`src/rtl/mem_arbiter.sv`:
```
// Two-port round-robin arbiter sharing one synchronous single-port memory
// between the CPU core and a DMA/loader master. Every access takes four
// cycles (IDLE grant, ISSUE, WAIT, DONE) regardless of read or write.
module mem_arbiter #(
    parameter int AW = 32,
    parameter int DW = 32
) (
    input  logic          clk,
    input  logic          reset,
    input  logic          core_req,
    input  logic [AW-1:0] core_addr,
    input  logic [DW-1:0] core_wd,
    input  logic [1:0]    core_memwrite,
    output logic [DW-1:0] core_rd,
    output logic          core_done,
    input  logic          dma_req,
    input  logic [AW-1:0] dma_addr,
    input  logic [DW-1:0] dma_wd,
    input  logic [1:0]    dma_memwrite,
    output logic [DW-1:0] dma_rd,
    output logic          dma_done,
    output logic [AW-1:0] m_addr,
    output logic [DW-1:0] m_wd,
    output logic [1:0]    m_memwrite,
    input  logic [DW-1:0] m_rd,
    output logic          owner,
    output logic          busy
);

    typedef enum logic [1:0] {
        IDLE  = 2'd0,
        ISSUE = 2'd1,
        WAIT  = 2'd2,
        DONE  = 2'd3
    } state_t;

    state_t        r_state;
    state_t        w_nextState;
    logic          w_grant;
    logic          w_winner;
    logic          r_owner;
    logic          r_lastGrant;
    logic          r_isWrite;
    logic [AW-1:0] r_mAddr;
    logic [DW-1:0] r_mWd;
    logic [1:0]    r_mMemwrite;
    logic [DW-1:0] r_coreRd;
    logic [DW-1:0] r_dmaRd;

    // State register; an asserted reset abandons any access in flight.
    always_ff @(posedge clk) begin
        if (!reset) r_state <= IDLE;
        else        r_state <= w_nextState;
    end

    // Next-state and grant decision; ties go to the port that did not win last.
    always_comb begin
        w_nextState = r_state;
        w_grant     = 1'b0;
        w_winner    = r_lastGrant;
        case (r_state)
            IDLE: begin
                if (core_req && dma_req) begin
                    w_grant  = 1'b1;
                    w_winner = ~r_lastGrant;
                end else if (core_req) begin
                    w_grant  = 1'b1;
                    w_winner = 1'b0;
                end else if (dma_req) begin
                    w_grant  = 1'b1;
                    w_winner = 1'b1;
                end
                if (w_grant) w_nextState = ISSUE;
            end
            ISSUE:   w_nextState = WAIT;
            WAIT:    w_nextState = DONE;
            DONE:    w_nextState = IDLE;
            default: w_nextState = IDLE;
        endcase
    end

    // Datapath: latch the winner's request at grant, drop the write strobe
    // after ISSUE, and capture read data for the owner during WAIT.
    always_ff @(posedge clk) begin
        if (!reset) begin
            r_mAddr     <= '0;
            r_mWd       <= '0;
            r_mMemwrite <= 2'b00;
            r_isWrite   <= 1'b0;
            r_owner     <= 1'b0;
            r_lastGrant <= 1'b1;
            r_coreRd    <= '0;
            r_dmaRd     <= '0;
        end else begin
            if (w_grant) begin
                r_mAddr     <= w_winner ? dma_addr : core_addr;
                r_mWd       <= w_winner ? dma_wd : core_wd;
                r_mMemwrite <= w_winner ? dma_memwrite : core_memwrite;
                r_isWrite   <= w_winner ? (dma_memwrite != 2'b00) : (core_memwrite != 2'b00);
                r_owner     <= w_winner;
                r_lastGrant <= w_winner;
            end
            if (r_state == ISSUE) r_mMemwrite <= 2'b00;
            if (r_state == WAIT && !r_isWrite) begin
                if (r_owner) r_dmaRd  <= m_rd;
                else         r_coreRd <= m_rd;
            end
        end
    end

    assign m_addr     = r_mAddr;
    assign m_wd       = r_mWd;
    assign m_memwrite = r_mMemwrite;
    assign owner      = r_owner;
    assign core_rd    = r_coreRd;
    assign dma_rd     = r_dmaRd;
    assign busy       = (r_state != IDLE);
    assign core_done  = (r_state == DONE) && !r_owner;
    assign dma_done   = (r_state == DONE) && r_owner;

endmodule

```
`config.mk`:
```
export PLATFORM = sky130hd
export DESIGN_NAME = mem_arbiter
export DESIGN_NICKNAME = d
export VERILOG_FILES = /design/src/rtl/mem_arbiter.sv
export SDC_FILE = /design/constraint.sdc
export NUM_CORES = 1
export LEC_CHECK = 0
export CAP_MARGIN = 40
export CELL_PAD_IN_SITES_DETAIL_PLACEMENT = 2
export CELL_PAD_IN_SITES_GLOBAL_PLACEMENT = 2
export CORE_MARGIN = 1.5
export CORE_UTILIZATION = 21
export CTS_CLUSTER_SIZE = 24
export DETAILED_ROUTE_END_ITERATION = 10
export PLACE_DENSITY_LB_ADDON = 0.1
export SYNTH_ARGS = -nofsm -noshare
export SYNTH_HDL_FRONTEND = slang
export SYNTH_SLANG_ARGS = --single-unit
```
`constraint.sdc`:
```
create_clock -name clk -period 2.09 [get_ports clk]
set_clock_uncertainty 0.2 [all_clocks]
set_input_delay 0.3135 -clock clk [delete_from_list [all_inputs] [get_ports clk]]
set_output_delay 0.3135 -clock clk [all_outputs]
set_load 0.005 [all_outputs]
```
# Word-level counts from Yosys, hierarchy flattened
# Index checks and enable logic that the tools add are counted.
# totals
regBits	135
inputBits	168
output_inout_bits	134
# op_classes
eq_ne	4
mux	15
n_bitwise	3
reduce_logical	13
# ops
operator	count
32-bit two-way mux	2
1-bit two-way mux	10
2-bit case mux with 4 select lines	1
2-bit nonzero test	3
2-bit == test (second input constant)	2
1-bit logical AND	4
2-bit two-way mux	2
2-bit AND reduction	2
1-bit inverter	3
2-bit by 1-bit == test with 1-bit output (second input constant)	1
1-bit zero test	2
2-bit zero test	1
2-bit by 1-bit inequality test with 1-bit output (second input constant)	1
2-bit OR reduction	1

# Longest topological paths before layout
# Gate-level depths: netlist of the first run.
# logic_depth
depth_word	6
ltp_mapped	8
ltp_nobuf	5

# Worst setup path after synthesis of the first run
# No wires, ideal clock.
# synth_timing
path_type	flip-flop to flip-flop
startpoint	register r_state[0]
endpoint	register r_mAddr[16], in the netlist m_addr[16]
setup_ps	136
t_arrival_ps	1367
required_ps	1754
slack_ps	386
stages_incl_launch_ff	9
period_less_slack_ps	1704
path_cell_list	dfxtp_1 -> inv_1 -> ha_1 -> buf_4 -> o21a_1 -> buf_4 -> buf_2 -> o21ai_0 -> a211oi_1
# synth_via
elab_chain_len	3
elab_cells_between_ends	4
# synth_rtl
item	line	rtl
from (decl)	37	state_t r_state;
from (signal assigned)	53	else r_state <= w_nextState;
2-bit zero test (*)	61	case (r_state)
1-bit two-way mux	61	
32-bit two-way mux	96	r_mAddr <= w_winner ? dma_addr : core_addr;
to (signal assigned)	96	
to (decl)	44	logic [AW-1:0] r_mAddr;
# Every way passes the cells marked *; elsewhere a longest branch is shown, timed or not.
# A chain may end at the register's enable or synchronous reset.

# Worst setup path in the final report of the first run
# layout_timing
startpoint	register r_state[1]
endpoint	output port busy
# layout_via
elab_chain_len	1
# layout_rtl
item	line	rtl
2-bit nonzero test	117	assign busy = (r_state != IDLE);
to (decl)	27	output logic busy
# No other way between the ends.

==> impl_summary.log, run 1 <==
[metrics] length of the first detailed-routing pass in iterations: 4
[metrics] clock network latency to the later pin of the worst-skew pair: 0.41 ns
[metrics] shortest period the worst path allows: 1.94 ns
[metrics] I/O pin cnt: 302
[metrics] number of different library cells in the post-synthesis netlist: 33
[metrics] post-CTS setup-driven buffer insertion count: 0
[metrics] Worst slew margin: 64.6%
[metrics] maximum number of pins on one net before global-route repair: 56
[metrics] total area of multi-input combinational cells: 2700 um^2
[metrics] GPL Wtd Cong: 0.709
[metrics] Main synth FF type: dfxtp_1
[metrics] worst endpoint required time: 1.58 ns
[metrics] Least-Margin Pin Slew: 0.517 ns
[metrics] input/output buffers: 301
[metrics] remaining global-route overflow: 0
[metrics] deepest level of the CTS H-tree: 4
[metrics] met1 track utilization from global routing: 22.0%
[metrics] Avg Inst Size Synth: 8.25 um^2
[metrics] crit-path max FO: 4
[metrics] met2 capacity usage during global routing: 31.7%
[metrics] CTS tree: yes
[metrics] maximum capacitance violations: 0
[metrics] routed via count divided by cell count: 4.74
[metrics] HPWL after detailed placement: 18400 um
[metrics] placed cell areas: 9300 um^2
[metrics] number of remaining DRC errors: 0
[metrics] total setup violations reported at the end of the flow: 0
[metrics] post-DR wirelength/cell: 19.3 um
[metrics] fraction of registers with async set or reset after synthesis: 0%
[metrics] status: finished, final reports clean
[metrics] root buf cell: clkbuf_16
[metrics] wire length of the first global-routing pass: 40700 um
[metrics] x dimension of the die: 170 um
[metrics] Top delay family on crit path: buffers and inverters
[metrics] final-report hold violation count: 0
[metrics] Critical Path AT: 1.43 ns
[metrics] top library cells by usage in the layout, fill and taps aside: clkdlybuf4s50_1, dfxtp_1, nand2_1, a21oi_1
[metrics] leakage component of the power: 3.35 nW
[metrics] register bit total from synthesis: 135
[metrics] f_max: 516 MHz
[metrics] slowest stage delay, CP: 0.35 ns
[metrics] Tightest Hold Check Type: input pin to flip-flop
[metrics] peak supply drop: 0.000526 V
[metrics] number of warnings printed during yosys synthesis: 0
[metrics] post-synthesis to final-layout area growth: 70.1%
[metrics] global-route layer with the greatest usage: met2
[metrics] number of enable flip-flop cells after synthesis: 0
[metrics] final wirelength: 26400 um
[metrics] GR Util All Layers: 18.4%
[metrics] filler cell count in the final layout: 3080
[metrics] fraction of the yosys area taken by sequential cells: 46.4%
[metrics] Critical Path, Cell by Cell: inv_1 -> ha_2 -> inv_2 -> dlygate4sd2_1
[metrics] starting density of the core: 21.5%
[metrics] critical path class: flip-flop to primary output
[metrics] Mapped Cells: 706
[metrics] RSZ-0062 raised after global routing: no
[metrics] Power Dens Cells: 1150 nW/um^2
[metrics] global routing usage on met3: 6.16%
[metrics] worst hold-check slack: 0.0236 ns
[metrics] share of the cycle needed by the critical path after routing: 92.8%
[metrics] category of the worst setup path capture point: primary output
[metrics] maximum root-to-sink buffer count: 2
[metrics] vias in the first global route: 6925
[metrics] die footprint: 28700 um^2
[metrics] via count of the routed design: 6483
[metrics] synthesized net count: 878
[metrics] total number of placement rows: 60
[metrics] final instance area: 9910 um^2
[metrics] Critical Path Slowest Stage Cell: dfxtp_1
[metrics] antenna violation net count after detailed routing: 0
[metrics] clock tree sinks: 135
[metrics] Num CTS Buffers: 17
[metrics] share of post-route cells with drive strength above 1: 8.04%
[metrics] total core area: 27100 um^2
[metrics] most common library cell in the layout ignoring fill and taps: clkdlybuf4s50_1
[metrics] crit path buf inv count: 3
[metrics] cell area after technology mapping: 5830 um^2
[metrics] area occupied by registers: 2710 um^2
[metrics] Critical Path Source Type: flip-flop
[metrics] clock-pin slew reported for the worst setup and hold paths after clock tree synthesis: 0.06 ns
[metrics] number of DRC markers in iteration 0: 208
[metrics] vertical die dimension: 170 um
[metrics] antenna violations before repair: 2
[metrics] number of slew-limit violations in the final report: 0
[metrics] final net count: 1155
where the power goes:
group	internal [mW]	switching (mW)
sequential	3.21	0.364
combinational	2.27	2.40
clock	1.89	1.28
through the flow:
stage | setup slack, ns | std cells | TNS, ns | util [%] | power (mW)
finish | 0.151 | 1368 | 0 | 36.6 | 11.4
global route | 0.0116 | 1368 | 0 | 36.6 | 12.2
CTS | 0.0489 | 1367 | 0 | 36.5 | 11.7
detailed placement | -0.0325 | 1336 | -0.0454 | 34.3 | 8.40
global placement | 0.0511 | 1336 | 0 | 34.3 | 8.36
floorplan | 0.386 | 706 | 0 | - | 5.64
area by class of cell:
class	count	share of cell area, %
tap	372	4.70
inverter	5	0.189
clock inverter	14	1.77
clock buffer	17	4.29
antenna	1	0.0253
multi-input combinational	486	27.3
timing repair buffer	338	34.5
sequential	135	27.3
final timing paths:
kind                                         startpoint                       to  slack, ns  cells after the start
worst max-delay path            r_state[1]$_SDFFE_PN0P_                     busy       0.15                      4
worst min-delay path                              reset       owner$_SDFFE_PN0P_       0.02                      2
worst max register to register  r_state[1]$_SDFFE_PN0P_  m_addr[22]$_SDFFE_PN0P_       0.16                      7
worst min register to register  dma_rd[15]$_SDFFE_PN0P_  dma_rd[15]$_SDFFE_PN0P_       0.25                      2
registers in the layout (all words and copies together), names as in the netlist:
signal,flops
owner,1
r_isWrite,1
r_lastGrant,1
r_state,2
m_wd,32
core_rd,32
dma_rd,32
m_memwrite,2
m_addr,32
cells in the mapped netlist, drive strengths merged, types with 4 or more instances:
cell | count | share of area (%)
a21oi | 67 | 5.8
nand2 | 130 | 8.4
inv | 5 | 0.32
ha | 4 | 0.86
o21ai | 67 | 5.9
a211oi | 66 | 8.5
nor2 | 65 | 4.2
buf | 33 | 4.0
dfxtp | 135 | 46
and2 | 4 | 0.43
a2111oi | 64 | 9.6
clkbuf | 47 | 3.1
cells by family after synthesis:
family,after synthesis,synth area share [%]
AO/OA/AOI/OAI,272,30.9
buffers and inverters,85,7.43
adder cells (fa/ha/maj),4,0.859
flip-flops,135,46.4
AND/OR/NAND/NOR,210,14.4
worst register-to-register path, stage by stage (launching register included):
cell and delay (ns):
dfxtp_1 0.32, inv_1 0.11, ha_2 0.23, buf_4 0.18, a21oi_1 0.07, a31o_2 0.29, buf_12 0.20, a211oi_1 0.25
per-layer routing:
metal / part of all wire (%) / vias up
li1: - / 3105
met1: 44 / 3155
met2: 48 / 198
met3: 7.2 / 23
met4: 1.4 / 2
met5: 0.049 / -
what timing repair did:
item,in CTS,in global routing
cloned,0,0
gates resized for setup,4,1
hold buffers,0,0
endpoints found under the setup margin,3,21
Note: power is estimated with default switching activity, not from simulation.
==> run 2, diff against run 1 <==
PLACE_DENSITY = 0.79   (was not set)
PLACE_DENSITY_LB_ADDON = not set   (was 0.1)
==> impl_summary.log, run 2 (synthesis results as in run 1) <==
[metrics] slowest stage delay, CP: 0.46 ns (+0.11 ns)
[metrics] peak supply drop: 0.000522 V (-0.80%)
[metrics] final-report hold violation count: 0 (unchanged)
[metrics] post-DR wirelength/cell: 19.8 um (+2.4%)
[metrics] count of inserted antenna diode cells: 0 (-1)
[metrics] number of remaining DRC errors: 0 (unchanged)
[metrics] maximum root-to-sink buffer count: 2 (unchanged)
[metrics] f_max: 460 MHz (-11%)
[metrics] Top delay family on crit path: buffers and inverters
[metrics] GR Util All Layers: 18.9% (+0.46 points)
[metrics] final net count: 1165 (+0.87%)
[metrics] CTS tree: yes
[metrics] worst setup margin: -0.0820 ns (-0.233 ns)
[metrics] vias in the first global route: 7304 (+5.5%)
[metrics] Tightest Hold Check Type: input pin to flip-flop
[metrics] antenna violation net count after detailed routing: 0 (unchanged)
[metrics] Num CTS Buffers: 17 (unchanged)
[metrics] total power draw: 11.4 mW (-0.46%)
[metrics] vertical die dimension: 170 um (unchanged)
[metrics] deepest level of the CTS H-tree: 4 (unchanged)
[metrics] clock network latency to the later pin of the worst-skew pair: 0.41 ns (about the same)
[metrics] most common library cell in the layout ignoring fill and taps: clkdlybuf4s50_1
[metrics] worst hold-check slack: 0.0757 ns (+0.0521 ns)
[metrics] total number of placement rows: 60 (unchanged)
[metrics] shortest period the worst path allows: 2.17 ns (+0.233 ns)
[metrics] crit-path max FO: 39 (+35)
[metrics] share of the core filled with cells: 36.9% (+0.33 points)
[metrics] Critical Path Source Type: flip-flop
[metrics] wire length of the first global-routing pass: 41800 um (+2.7%)
[metrics] Power Dens Cells: 1140 nW/um^2 (-1.3%)
[metrics] failing checks: negative setup slack
[metrics] clock-pin slew reported for the worst setup and hold paths after clock tree synthesis: 0.06 ns (about the same)
[metrics] RSZ-0062 raised after global routing: yes
[metrics] category of the worst setup path capture point: flip-flop
[metrics] post-synthesis to final-layout area growth: 71.6%
[metrics] number of DRC markers in iteration 0: 227 (+9.1%)
[metrics] leakage component of the power: 3.38 nW (+0.81%)
[metrics] total core area: 27100 um^2 (unchanged)
[metrics] length of the first detailed-routing pass in iterations: 4 (unchanged)
[metrics] starting density of the core: 21.5% (unchanged)
[metrics] total setup violations reported at the end of the flow: 1 (+1)
[metrics] I/O pin cnt: 302 (unchanged)
[metrics] clock tree sinks: 135 (unchanged)
[metrics] root buf cell: clkbuf_16
[metrics] number of buffers added to fix hold violations after cts: 0 (unchanged)
[metrics] antenna violations before repair: 0 (-2)
[metrics] final wirelength: 27200 um (+3.1%)
[metrics] placed cell areas: 9370 um^2 (+0.73%)
[metrics] status: finished, violations left
[metrics] final instance area: 10000 um^2 (+0.90%)
[metrics] Critical Path Slowest Stage Cell: a2111oi_0
[metrics] via count of the routed design: 6687 (+3.1%)
[metrics] remaining global-route overflow: 0 (unchanged)
[metrics] crit path buf inv count: 5 (+2)
[metrics] worst endpoint required time: 2.16 ns (+0.58 ns)
[metrics] x dimension of the die: 170 um (unchanged)
[metrics] Critical Path AT: 2.25 ns (+0.82 ns)
[metrics] Worst slew margin: 52.8% (-12 points)
[metrics] share of the cycle needed by the critical path after routing: 104% (+11 points)
[metrics] filler cell count in the final layout: 2978 (-3.3%)
[metrics] Least-Margin Pin Slew: 0.708 ns (+0.192 ns)
[metrics] critical path class: flip-flop to flip-flop
[metrics] maximum number of pins on one net before global-route repair: 65 (+16%)
[metrics] Critical Path, Cell by Cell: inv_1 -> ha_2 -> inv_4 -> buf_4 -> buf_12 -> buf_4 -> a2111oi_0 -> a211oi_1
[metrics] top library cells by usage in the layout, fill and taps aside: clkdlybuf4s50_1, dfxtp_1, nand2_1, a21oi_1
[metrics] die footprint: 28700 um^2 (unchanged)
[metrics] maximum capacitance violations: 0 (unchanged)
[metrics] crit-path most repeated cell: buf_4
[metrics] share of post-route cells with drive strength above 1: 9.64% (+1.6 points)
[metrics] HPWL after detailed placement: 19700 um (+6.9%)
[metrics] GPL Wtd Cong: 0.785 (+11%)
[metrics] routed via count divided by cell count: 4.85 (+2.4%)
[metrics] number of slew-limit violations in the final report: 0 (unchanged)
[metrics] input/output buffers: 301 (unchanged)
## run 2: per-stage QoR
stage               setup TNS [ns]  std cells  setup slack (ns)
floorplan                        0        706             0.386
global placement            -0.345       1345           -0.0823
detailed placement           -3.14       1345            -0.188
CTS                              0       1378           0.00143
global route                -0.196       1378            -0.170
finish                     -0.0820       1378           -0.0820
## run 2: timing repair
action,CTS,global route
endpoints found under the setup margin,4,12
gates resized for setup,7,17
buffers inserted,1,0
pin swaps,0,0
## run 2: metal layers
layer	track usage [%]	part of all wire [%]	vias up	wire, um
met4	5.50	1.8	0	494
li1	-	-	3128	-
met5	0	0	-	0
met3	6.27	7.8	32	2120
met2	33.5	50	246	13700
met1	21.5	40	3281	11000
## run 2: worst paths after layout
check | from | to | slack (ns) | cells after the start
worst min register to register | dma_rd[0]$_SDFFE_PN0P_ | dma_rd[0]$_SDFFE_PN0P_ | 0.25 | 2
worst max-delay path | r_state[1]$_SDFFE_PN0P_ | m_addr[30]$_SDFFE_PN0P_ | -0.08 | 8
worst max register to register | r_state[1]$_SDFFE_PN0P_ | m_addr[30]$_SDFFE_PN0P_ | -0.08 | 8
worst min-delay path | reset | r_state[1]$_SDFFE_PN0P_ | 0.08 | 3
## run 2: tightest hold or removal path: stages
cell and delay, ns:
buf_2 0.15, inv_2 0.12, a21oi_1 0.05
## run 2: report_power, final
part           internal, mW  switching, mW  leakage (nW)
sequential             3.21          0.370          1.11
combinational          2.30           2.49          2.00
clock                  1.68           1.31         0.269
## run 2: layout make-up
cell class	count	area [um^2]	area share, %
Clock buffer	18	429	4.29
Clock inverter	14	143	1.43
Inverter	5	21.3	0.213
Multi-Input combinational cell	486	2740	27.4
Sequential cell	135	2710	27.1
Tap cell	372	465	4.66
Timing Repair Buffer	348	3490	34.9
